===== config.mk =====
export PLATFORM = sky130hd
export DESIGN_NAME = int_dispatcher_flat
export DESIGN_NICKNAME = d
export VERILOG_FILES = /design/src/rtl/int_dispatcher_if.sv /design/src/rtl/int_dispatcher.sv /design/src/flat_wrapper.sv
export SDC_FILE = /design/constraint.sdc
export NUM_CORES = 1
export LEC_CHECK = 0
export ABC_AREA = 1
export CORE_AREA = 3 3 89 124
export CTS_CLUSTER_DIAMETER = 60
export DETAILED_ROUTE_END_ITERATION = 8
export DIE_AREA = 0 0 92 127
export PLACE_DENSITY = 0.75
export SYNTH_ARGS = -nofsm -noshare
export SYNTH_HDL_FRONTEND = slang
export SYNTH_SLANG_ARGS = --single-unit

===== constraint.sdc =====
create_clock -name clk -period 2.8 [get_ports clk]
set_input_delay 0.28 -clock clk [delete_from_list [all_inputs] [get_ports clk]]
set_output_delay 0.28 -clock clk [all_outputs]
set_load 0.01 [all_outputs]

===== src/rtl/int_dispatcher_if.sv =====
// Bundle between the CPU core and the interrupt dispatcher.
// The CPU side drives requests and instruction-boundary status; the dispatcher returns PC redirects.
interface int_dispatcher_if #(
   parameter int WIDTH = 8,
   parameter int AW    = 10
);
   logic [WIDTH-1:0] min_bit_s;
   logic [WIDTH-1:0] min_bit_a;
   logic [AW-1:0]    dir;
   logic [AW-1:0]    pc;
   logic             instr_done;
   logic             ret_i;
   logic             int_en;
   logic [WIDTH-1:0] s_calli;
   logic [WIDTH-1:0] s_reti;
   logic             pc_load;
   logic [AW-1:0]    pc_new;
   logic             busy;
   logic             ret_err;

   modport master (
      output min_bit_s, min_bit_a, dir, pc, instr_done, ret_i, int_en,
      input  s_calli, s_reti, pc_load, pc_new, busy, ret_err
   );

   modport slave (
      input  min_bit_s, min_bit_a, dir, pc, instr_done, ret_i, int_en,
      output s_calli, s_reti, pc_load, pc_new, busy, ret_err
   );
endinterface


===== src/rtl/int_dispatcher.sv =====
// Interrupt entry/return sequencer with a LIFO return-address stack.
// Entry: CALL (pulse s_calli, push pc) then JUMP (load vector). Return: RET (pulse s_reti, pop).
module int_dispatcher #(
   parameter int WIDTH = 8,
   parameter int AW    = 10
) (
   input logic           clk,
   input logic           reset,
   int_dispatcher_if.slave bus
);
   localparam int SPW = $clog2(WIDTH + 1);
   localparam int IW  = (WIDTH > 1) ? $clog2(WIDTH) : 1;
   localparam logic [SPW-1:0] FULL = SPW'(WIDTH);

   typedef enum logic [1:0] {IDLE, CALL, JUMP, RET} state_t;

   state_t         state;
   logic [AW-1:0]  stack [WIDTH];
   logic [SPW-1:0] sp;
   logic [SPW-1:0] sp_dec;
   logic [AW-1:0]  ret_pc;
   logic           preempt;

   // Requests are one-hot, so a lower bit index is simply a smaller value.
   always_comb begin
      preempt = (bus.min_bit_s != '0) &&
                ((bus.min_bit_a == '0) || (bus.min_bit_s < bus.min_bit_a));
   end

   assign sp_dec = sp - 1'b1;

   // The vector address arrives one cycle after s_calli, so JUMP passes dir straight through.
   assign bus.pc_new = (state == JUMP) ? bus.dir : ret_pc;
   assign bus.busy   = (state != IDLE);

   always_ff @(posedge clk or negedge reset) begin
      if (!reset) begin
         state       <= IDLE;
         sp          <= '0;
         ret_pc      <= '0;
         bus.s_calli <= '0;
         bus.s_reti  <= '0;
         bus.pc_load <= 1'b0;
         bus.ret_err <= 1'b0;
      end else begin
         bus.s_calli <= '0;
         bus.s_reti  <= '0;
         bus.pc_load <= 1'b0;
         case (state)
            IDLE: begin
               if (bus.instr_done) begin
                  if (bus.ret_i) begin
                     if (sp != '0) begin
                        state       <= RET;
                        bus.s_reti  <= bus.min_bit_a;
                        bus.pc_load <= 1'b1;
                        ret_pc      <= stack[sp_dec[IW-1:0]];
                        sp          <= sp_dec;
                     end else begin
                        bus.ret_err <= 1'b1;
                     end
                  end else if (bus.int_en && preempt) begin
                     state       <= CALL;
                     bus.s_calli <= bus.min_bit_s;
                     // The return address is pushed on the accepting edge, which is the pc latched at entry.
                     if (sp == FULL) begin
                        bus.ret_err <= 1'b1;
                     end else begin
                        stack[sp[IW-1:0]] <= bus.pc;
                        sp                <= sp + 1'b1;
                     end
                  end
               end
            end
            CALL: begin
               state       <= JUMP;
               bus.pc_load <= 1'b1;
            end
            JUMP:    state <= IDLE;
            RET:     state <= IDLE;
            default: state <= IDLE;
         endcase
      end
   end
endmodule


===== src/flat_wrapper.sv =====
// flat-port wrapper written by rule: the top's interface ports become plain ports
module int_dispatcher_flat 
#(
   parameter int WIDTH = 8,
   parameter int AW    = 10
)
  (clk, reset, bus_min_bit_s, bus_min_bit_a, bus_dir, bus_pc, bus_instr_done, bus_ret_i, bus_int_en, bus_s_calli, bus_s_reti, bus_pc_load, bus_pc_new, bus_busy, bus_ret_err);
  int_dispatcher_if #(.WIDTH(WIDTH), .AW(AW)) bus_i ();
  input logic clk;
  input logic reset;
  input wire logic [$bits(bus_i.min_bit_s)-1:0] bus_min_bit_s;
  input wire logic [$bits(bus_i.min_bit_a)-1:0] bus_min_bit_a;
  input wire logic [$bits(bus_i.dir)-1:0] bus_dir;
  input wire logic [$bits(bus_i.pc)-1:0] bus_pc;
  input wire logic [$bits(bus_i.instr_done)-1:0] bus_instr_done;
  input wire logic [$bits(bus_i.ret_i)-1:0] bus_ret_i;
  input wire logic [$bits(bus_i.int_en)-1:0] bus_int_en;
  output wire logic [$bits(bus_i.s_calli)-1:0] bus_s_calli;
  output wire logic [$bits(bus_i.s_reti)-1:0] bus_s_reti;
  output wire logic [$bits(bus_i.pc_load)-1:0] bus_pc_load;
  output wire logic [$bits(bus_i.pc_new)-1:0] bus_pc_new;
  output wire logic [$bits(bus_i.busy)-1:0] bus_busy;
  output wire logic [$bits(bus_i.ret_err)-1:0] bus_ret_err;
  assign bus_i.min_bit_s = bus_min_bit_s;
  assign bus_i.min_bit_a = bus_min_bit_a;
  assign bus_i.dir = bus_dir;
  assign bus_i.pc = bus_pc;
  assign bus_i.instr_done = bus_instr_done;
  assign bus_i.ret_i = bus_ret_i;
  assign bus_i.int_en = bus_int_en;
  assign bus_s_calli = bus_i.s_calli;
  assign bus_s_reti = bus_i.s_reti;
  assign bus_pc_load = bus_i.pc_load;
  assign bus_pc_new = bus_i.pc_new;
  assign bus_busy = bus_i.busy;
  assign bus_ret_err = bus_i.ret_err;
  int_dispatcher #(.WIDTH(WIDTH), .AW(AW)) u_core (.clk(clk), .reset(reset), .bus(bus_i));
endmodule

# After elaboration in Yosys (flattened, before gate mapping)
# Memories as Yosys holds them, arrays and structs flattened. A register that Yosys moved wholly into a read port is not among the register bits.
# Index checks and enable logic that the tools add are counted.
# totals
ff_bits,24
ramBits,80
inputBits,41
output_inout_bits,29
wordCells,69
memories,1
# memory_table
memory,depth,word_bits,rd,rd_clocked_by_memory_dff,wr,line,text
u_core.stack,8,10,1,1,1,int_dispatcher.sv:18,logic [AW-1:0] stack [WIDTH];
# classes
add_sub_neg,2
n_lt_le_gt_ge,1
eq_ne,10
muxes,32
n_reduce_logical,17
# op_table
cell,count
two-way mux 8 bit,8
two-way mux 4 bit,4
two-way mux 1 bit,13
two-way mux 10 bit,1
AND reduction 5 bit,2
logical NOT 8 bit,1
less-than comparator 8 bit,1
two-way mux 2 bit,4
nonzero test 8 bit,1
!= test 2 bit (second input constant),3
!= test 3 x 2 -> 1 bit (second input constant),2
case mux 2 bit (3 select lines),1
nonzero test 2 bit,3
adder 4 x 1 -> 4 bit (second input constant),1
== test 2 bit (second input constant),2
== test 4 bit (second input constant),1
AND reduction 4 bit,1
nonzero test 4 bit,1
subtractor 4 x 1 -> 4 bit (second input constant),1
logical AND 1 bit,3
AND reduction 3 bit,1
== test 2 x 1 -> 1 bit (second input constant),1
logical NOT 2 bit,1
!= test 2 x 1 -> 1 bit (second input constant),1
4 further kinds,4

# Depth between registers and ports, before layout
# Gate-level depths: netlist of the first run.
# logic_depth
depth_word,10
mapped_depth,14
mapped_depth_nobuf,14

# Worst setup path after synthesis of the first run
# Ideal clock, no wire load.
# synth_path
kind,register to register
from,reg u_core.sp[0]
to,mem u_core.stack[7][0] (enable)
setup_ns,0.404
t_arrival_ns,2.250
t_required_ns,2.396
setup_slack_ns,0.146
path_stages_with_launch,8
n_path_buf,2
synth_period_minus_slack_ns,2.654
cell_sequence,dfrtp_1 -> buf_4 -> inv_2 -> buf_2 -> ha_1 -> nand3_1 -> nand2_1 -> nor4_1
# synth_via
elab_chain_len,8
# synth_lines
item,line,text
"start, declared",int_dispatcher.sv:19,logic [SPW-1:0] sp;
"start signal, assigned",int_dispatcher.sv:58,sp <= sp_dec;
"start signal, assigned",int_dispatcher.sv:70,sp <= sp + 1'b1;
== test 4 bit,int_dispatcher.sv:66,if (sp == FULL) begin
two-way mux 1 bit,int_dispatcher.sv:66,
two-way mux 1 bit,int_dispatcher.sv:62,end else if (bus.int_en && preempt) begin
two-way mux 1 bit,int_dispatcher.sv:52,if (bus.ret_i) begin
two-way mux 1 bit,int_dispatcher.sv:51,if (bus.instr_done) begin
two-way mux 1 bit,int_dispatcher.sv:49,case (state)
logical AND 1 bit (not written as such),int_dispatcher.sv:69,stack[sp[IW-1:0]] <= bus.pc;
two-way mux 1 bit (not written as such),int_dispatcher.sv:69,
"end, declared",int_dispatcher.sv:18,
# Parallel ways exist; a longest one is shown, timed or not.

# Final worst setup path of the first run
# layout_path
from,reg u_core.state[1]
to,out bus_pc_new[7]
# layout_via
elab_chain_len,2
# layout_lines
item,line,text
"start, declared",int_dispatcher.sv:17,state_t state;
"start signal, assigned",int_dispatcher.sv:38,state <= IDLE;
"start signal, assigned",int_dispatcher.sv:54,state <= RET;
"start signal, assigned",int_dispatcher.sv:63,state <= CALL;
== test 2 bit,int_dispatcher.sv:33,assign bus.pc_new = (state == JUMP) ? bus.dir : ret_pc;
two-way mux 10 bit,int_dispatcher.sv:33,
"end, declared",flat_wrapper.sv:21,output wire logic [$bits(bus_i.pc_new)-1:0] bus_pc_new;
# Every way passes these cells.

==> impl_metrics.ini, run 1 <==
[grt]
gr-total-overflow = 0
grt_pass1_wl_um = 16800
track_usage_pct = 18.8
grt_pass1_vias = 3432
grt_max_degree = 45
antenna_found_initial = 0

[timing]
worst_pin_slew_ns = 0.596
hold_violations = 0
rsz0062_at_grt = false
finalCriticalPeriod_ns = 2.48
setup_viol = 0
whs_ns = 0.331
setup_ws_ns = 0.323
maxSlewHeadroom_pct = 60.2
setup_tns_ns = 0
clock.fmax_mhz = 404
fin_crit_sh_pct = 88.5
finalMaxSlewViolations = 0
skew_ns = 0.00703

[clocking]
htree_levels = 4
clk_pin_slew_worst_paths_ns = 0.05
cts_setup_buffers = 0
cts_tree = yes
clk_path_buf_depth = 2
worstSkewPairLatency_ns = 0.41
cts_made_buffers = 17
clkSinkCount = 114
ctsResizeCount = 0
cts_root_buffer = clkbuf_16
postCtsHoldBufs = 0

[final_layout]
final_cell_mix = 80 x edfxtp_1, 69 x clkdlybuf4s50_1, 67 x nor2_1
area_growth_pct = 29.0
nets = 536
antenna_cells = 0
drive_gt1_share_pct = 12.8
final_cells = 634
final_common_cell = edfxtp_1

[critical_path]
crit_path_end_kind = primary output
ff2ff_setup_slack_ns = 0.71
cp_max_fo = 18
crit_type = flip-flop to primary output
start_kind = flip-flop
arrival_ns = 2.20
required_ns = 2.52

[yosys]
async_reset_ff_share_pct = 29.8
synth_edf_count = 80
synth-seq-cells = 114
yosysSeqAreaShare_pct = 66.8
synthesis.area_um2 = 4870
syn-num-nets = 454
ys.flop_type = edfxtp_1
synth_cell_types = 37
yosysWarnings = 0
syn_avg_cell_area_um2 = 12.1
synth_cells = 404

[detailed_routing]
vias = 3329
wl_per_cell_um = 16.1
firstDrtPassIters = 4
via_per_inst = 5.25
routed_wl_um = 10200
drcViolationCount = 0
drtAntennaViolNets = 0
drtIter0Drc = 204

[floorplan]
coreArea_um2 = 10000
die_area_um2 = 11700
pin_count = 70
start_util_pct = 48.7
die_width_um = 92
row_count = 43
die_h_um = 127

[placed_design]
gp_congestion = 0.870
dpl.cell_count = 602
dp_hpwl_um = 7280
portBuffers = 69
pre_cts_ws_ns = 0.220

[job]
cap_violations = 0

[worst_hold_path]
hp-class = input pin to asynchronous set/reset pin

[outcome]
status = finished clean

[pwr]
vdd_drop_max_uv = 510
leakagePower_nw = 2.45
power_mw = 6.03
power_density_nw_per_um2 = 960
[sequential cells by signal (all words and copies together), names as in the netlist]
signal	cells
u_core.bus.pc_load	1
u_core.bus.ret_err	1
u_core.bus.s_calli	8
u_core.bus.s_reti	8
u_core.ret_pc	10
u_core.sp	4
u_core.stack	80
u_core.state	2
[metrics by stage]
stage	area, µm²	util (%)
3_5_place_dp	5730	57.2
5_1_grt	6290	62.8
6_report	6290	62.8
4_1_cts	6290	62.8
3_3_place_gp	5730	57.2
2_1_floorplan	4870	-
[path summary, 6_finish.rpt]
path | depth (start not counted) | end | from
worst max-delay path | 3 | bus_pc_new[7] | u_core.state[1]$_DFFE_PN0P_
worst min-delay path | 2 | u_core.bus.ret_err$_DFFE_PN0P_ | reset
worst max register to register | 8 | u_core.stack[3][3]$_DFFE_PP_ | u_core.sp[1]$_DFFE_PN0P_
worst min register to register | 1 | u_core.bus.ret_err$_DFFE_PN0P_ | u_core.bus.ret_err$_DFFE_PN0P_
max in group asynchronous | 2 | u_core.bus.s_reti[7]$_DFF_PN0_ | reset
min in group clk | 3 | u_core.bus.s_reti[0]$_DFF_PN0_ | bus_min_bit_a[0]
[final cells by class]
class	instances	area, µm²
clock buffer	17	425
timing repair buffer	82	788
clock inverter	15	134
tap	135	169
fill	791	3720
multi-input combinational	234	1380
inverter	37	140
sequential	114	3250
[report_power, final]
part | internal, mW | switching (mW)
registers | 1.96 | 0.0818
logic | 0.824 | 1.20
clock network | 1.22 | 0.746
[logic make-up (layout without fill, tap and decap cells)]
| logic type | Yosys count | in the layout | share of synthesized area (%) |
|---|---|---|---|
| multiplexers | 12 | 12 | 2.52 |
| XOR/XNOR | 2 | 2 | 0.514 |
| AO/OA/AOI/OAI | 80 | 80 | 10.6 |
| adder cells (fa/ha/maj) | 9 | 9 | 2.31 |
| buffers and inverters | 56 | 151 | 5.11 |
| flip-flops | 114 | 114 | 66.8 |
| AND/OR/NAND/NOR | 131 | 131 | 12.2 |
[per-layer routing]
| layer | up-vias | track usage [%] | part of all wire [%] |
|---|---|---|---|
| met3 | 20 | 5.77 | 6.1 |
| met2 | 115 | 33.1 | 53 |
| met4 | 0 | 9.54 | 2.3 |
| met5 | - | 0 | 0 |
| met1 | 1578 | 20.4 | 39 |
| li1 | 1616 | - | - |
[cells in the mapped netlist (5+ instances only)]
cell type  instances  area (µm²)
nand3_1            5        25.0
edfxtp_1          80        2400
inv_1             32         120
nand2_1           31         116
nand4_1            5        31.3
nor2_1            67         251
mux2i_1           10         100
o21ai_1            5        25.0
o221ai_1          10        87.6
nor3_1             8        40.0
a21oi_1           14        70.1
o21ai_0           25         125
o32ai_1           10        87.6
buf_2              9        45.0
ha_1               9         113
o211ai_1          10        75.1
buf_4              5        37.5
dfrtp_1           34         851
[worst max-delay path, stage by stage, from the launching register on]
cell and delay, ns:
dfrtp_1 0.43, nand2_1 0.48, mux2_2 0.40, clkdlybuf4s50_1 0.48
(Power assumes the default switching activity.)
==> inputs of run 2 (changes only) <==
CORE_AREA = 3 3 85 119   (was 3 3 89 124)
DIE_AREA = 0 0 88 122   (was 0 0 92 127)
PLACE_DENSITY = 0.77   (was 0.75)
clock period = 2.4 ns   (was 2.8 ns; I/O delays follow)
==> impl_metrics.ini, run 2 (synthesis gave the netlist of run 1 again) <==
[outcome]
status = finished clean

[timing]
finalCriticalPeriod_ns = 2.23
skew_ns = 0.00635
maxSlewHeadroom_pct = 67.7
hold_violations = 0
clock.fmax_mhz = 448
setup_ws_ns = 0.166
worst_pin_slew_ns = 0.485
fin_crit_sh_pct = 93.1
rsz0062_at_grt = false
finalMaxSlewViolations = 0
setup_viol = 0

[final_layout]
final_common_cell = edfxtp_1
drive_gt1_share_pct = 14.2
final_cell_mix = 80 x edfxtp_1, 69 x clkdlybuf4s50_1, 67 x nor2_1
fill_cells = 592
fin_area_um2 = 6380
area_growth_pct = 31.0
antenna_cells = 0
largest_register_ffs = 80
nets = 544

[clocking]
cts_made_buffers = 17
clk_pin_slew_worst_paths_ns = 0.05
htree_levels = 4
worstSkewPairLatency_ns = 0.41
cts_tree = yes
cts_setup_buffers = 0
cts_root_buffer = clkbuf_16
postCtsHoldBufs = 0
ctsResizeCount = 0
clk_path_buf_depth = 2
clkSinkCount = 114

[grt]
gr-total-overflow = 0
grt_pass1_wl_um = 17600
grt_pass1_vias = 3535
grt_max_degree = 45
antenna_found_initial = 0
track_usage_pct = 22.1

[critical_path]
reg2reg_depth = 8
crit_type = input pin to flip-flop
required_ns = 2.50
cp_max_fo = 10
crit_path_end_kind = flip-flop
start_kind = input pin
arrival_ns = 2.34

[pwr]
leakagePower_nw = 2.53
power_density_nw_per_um2 = 1170
vdd_drop_max_uv = 558

[floorplan]
start_util_pct = 53.7
die_area_um2 = 10700
coreArea_um2 = 9080
pin_count = 70
die_h_um = 122
die_width_um = 88
row_count = 41

[detailed_routing]
via_per_inst = 5.56
routed_wl_um = 11000
drtAntennaViolNets = 0
wl_per_cell_um = 17.9
drcViolationCount = 0
firstDrtPassIters = 4
drtIter0Drc = 281
vias = 3415

[job]
cap_violations = 0

[placed_design]
dpl_cell_area_um2 = 5760
gp_congestion = 0.854
dp_hpwl_um = 7320
pre_cts_ws_ns = -0.139
portBuffers = 69

[worst_hold_path]
hp-class = input pin to asynchronous set/reset pin
==> run 2: metrics by stage <==
step | util [%] | power [mW] | std cells | hold WS, ns | setup TNS (ns)
after floorplan | - | 3.99 | 404 | -0.0556 | 0
after global placement | 63.5 | 4.76 | 582 | 0.458 | -2.07
after detailed placement | 63.5 | 4.84 | 582 | 0.466 | -7.19
after CTS | 70.3 | 7.48 | 614 | 0.371 | 0
after global routing | 70.3 | 7.83 | 614 | 0.426 | 0
final | 70.3 | 7.44 | 614 | 0.376 | 0
==> run 2: path summary, 6_finish.rpt <==
path                                                startpoint  slack, ns                              to
max in group asynchronous                                reset       1.72        u_core.sp[0]$_DFFE_PN0P_
worst max-delay path                          bus_min_bit_a[3]       0.17    u_core.stack[0][2]$_DFFE_PP_
worst min-delay path                                     reset       0.38    u_core.ret_pc[7]$_DFFE_PN0P_
min in group clk                              bus_min_bit_a[4]       0.44  u_core.bus.s_reti[4]$_DFF_PN0_
worst min register to register  u_core.bus.ret_err$_DFFE_PN0P_       0.48  u_core.bus.ret_err$_DFFE_PN0P_
worst max register to register        u_core.sp[1]$_DFFE_PN0P_       0.28    u_core.stack[0][2]$_DFFE_PP_
==> run 2: critical path: stages <==
cell             delay (ns)
clkdlybuf4s50_1        0.49
inv_1                  0.07
ha_1                   0.32
a21oi_1                0.16
nand2_1                0.09
nand2_1                0.06
nand2_1                0.08
a21boi_1               0.24
nand3_1                0.22
nor2_1                 0.16
buf_4                  0.21
==> run 2: final cells by class <==
cell class,instances,area (µm²),area share [%]
clock buffers,19,433,6.78
clock inverters,13,185,2.90
inverters,37,140,2.20
multi-input cells,234,1380,21.6
flip-flops and latches,114,3250,51.0
well taps,107,134,2.10
repair buffers,90,861,13.5
==> run 2: per-layer routing <==
metal  vias to the layer above  global-route usage (%)  wire, µm
li1                       1624                       -         -
met1                      1672                    25.3      4360
met2                       102                    39.0      5820
met3                        17                    5.68       527
met4                         0                    8.45       251
met5                         -                       0         0
==> run 2: power breakdown <==
part | internal [mW] | total, mW | leakage (nW) | switching (mW)
logic | 1.02 | 2.47 | 1.07 | 1.45
registers | 2.29 | 2.38 | 1.16 | 0.0983
clock network | 1.74 | 2.59 | 0.297 | 0.851
==> inputs of run 3 (changes only) <==
CORE_AREA = 8 8 96 116   (was 3 3 85 119)
DIE_AREA = 0 0 104 124   (was 0 0 88 122)
PLACE_DENSITY = 0.78   (was 0.77)
clock period = 2.31 ns   (was 2.4 ns; I/O delays follow)
==> impl_metrics.ini, run 3 (synthesis gave the netlist of run 1 again) <==
[clocking]
postCtsHoldBufs = 0
cts_tree = yes
cts_setup_buffers = 0
clkSinkCount = 114
htree_levels = 4
clk_pin_slew_worst_paths_ns = 0.05
worstSkewPairLatency_ns = 0.40
clk_path_buf_depth = 2
cts_root_buffer = clkbuf_16
ctsResizeCount = 0
cts_made_buffers = 17

[grt]
grt_pass1_wl_um = 18600
gr-total-overflow = 0
grt_max_degree = 45
grt_pass1_vias = 3668
track_usage_pct = 18.4
antenna_found_initial = 0

[critical_path]
crit_path_end_kind = primary output
path_buf_inv = 2
timing.rr.end = u_core.stack[6][0]$_DFFE_PP_
crit_type = flip-flop to primary output
cp_max_fo = 18
worst_path_max_delay_cell = clkdlybuf4s50_1
reg2reg_depth = 8
cpPeakStageDelay_ns = 0.49
cp_cell_sequence = nand2_1 -> buf_4 -> mux2_2 -> clkdlybuf4s50_1
start_kind = flip-flop
crit_family = buffers and inverters
arrival_ns = 1.95
timing.rr.start = u_core.sp[1]$_DFFE_PN0P_
required_ns = 2.08
ff2ff_setup_slack_ns = 0.22

[detailed_routing]
routed_wl_um = 11200
drtIter0Drc = 263
via_per_inst = 5.44
firstDrtPassIters = 5
drtAntennaViolNets = 0
vias = 3459
wl_per_cell_um = 17.6
drcViolationCount = 0

[placed_design]
dp_hpwl_um = 7700
dpl.cell_count = 604
gp_congestion = 0.841
portBuffers = 69
dpl_cell_area_um2 = 5830

[final_layout]
antenna_cells = 0
final_cell_mix = 80 x edfxtp_1, 69 x clkdlybuf4s50_1, 67 x nor2_1
final_cells = 636
ff_latch_area_um2 = 3250
final_common_cell = edfxtp_1
area_growth_pct = 30.5
fin_util_pct = 68.6
drive_gt1_share_pct = 14.2
nets = 550
fill_cells = 623
multi_input_area_um2 = 1380
fin_area_um2 = 6360
largest_register_ffs = 80

[timing]
hold_violations = 0
setup_viol = 0
fin_crit_sh_pct = 94.3
worst_pin_slew_ns = 0.483
skew_ns = 0.00730
maxSlewHeadroom_pct = 67.8
finalCriticalPeriod_ns = 2.18
whs_ns = 0.325
clock.fmax_mhz = 459
finalMaxSlewViolations = 0
rsz0062_at_grt = false

[pwr]
power_density_nw_per_um2 = 1150
power_mw = 7.34
leakagePower_nw = 2.51
vdd_drop_max_uv = 635

[job]
cap_violations = 0

[floorplan]
die_area_um2 = 12900
die_width_um = 104
coreArea_um2 = 9270
start_util_pct = 52.6
die_h_um = 124
pin_count = 70
row_count = 39

[outcome]
status = finished clean

[worst_hold_path]
hp-class = input pin to asynchronous set/reset pin
-- run 3: cell count changes in the layout (fill, tap and decap cells not counted), sizes merged --
cell and change:
clkinv +3, bufinv -3, buf +6, inv -1, clkbuf +1
-- run 3: layer usage --
layer  share of wire (%)  GRT usage, %  vias to the layer above
met1                  43          21.6                     1682
li1                    -             -                     1640
met3                 5.5          5.59                       14
met5                   0             0                        -
met4                 1.7          8.16                        0
met2                  50          31.0                      123
-- run 3: final cells by class --
cell class                 count  area share (%)
sequential                   114            51.2
multi-input combinational    234            21.6
timing repair buffer          96            14.2
clock buffer                  20            6.87
tap                          123            2.42
inverter                      37            2.20
clock inverter                12            1.46
-- run 3: worst max-delay path by stage --
stage                                start                           end  cells past startpoint
2_1_floorplan     u_core.sp[0]$_DFFE_PN0P_  u_core.stack[7][0]$_DFFE_PP_                      7
3_3_place_gp              bus_min_bit_a[7]  u_core.stack[7][2]$_DFFE_PP_                     11
3_5_place_dp              bus_min_bit_a[7]  u_core.stack[6][0]$_DFFE_PP_                     10
4_1_cts        u_core.state[1]$_DFFE_PN0P_                 bus_pc_new[6]                      4
5_1_grt        u_core.state[1]$_DFFE_PN0P_                 bus_pc_new[6]                      4
6_report       u_core.state[1]$_DFFE_PN0P_                 bus_pc_new[6]                      4
-- run 3: worst reg2reg max path, cell delays in order, from the launching register on --
cell	delay [ns]
dfrtp_1	0.43
inv_1	0.12
ha_1	0.27
nand3_1	0.12
nand2_1	0.12
nor2_2	0.17
nand3_1	0.18
nor3_2	0.16
buf_4	0.22
-- run 3: per-stage QoR --
step                      worst slack (ns)  setup TNS, ns
after global routing                0.0249              0
after CTS                            0.105              0
after global placement             -0.0961          -5.30
final                                0.131              0
after detailed placement            -0.211         -12.98
after floorplan                     0.0459              0
-- run 3: power by group --
part	total [mW]	internal, mW	switching, mW
registers	2.48	2.37	0.102
logic	2.57	1.07	1.50
clock network	2.30	1.45	0.846
total	7.34	4.90	2.45
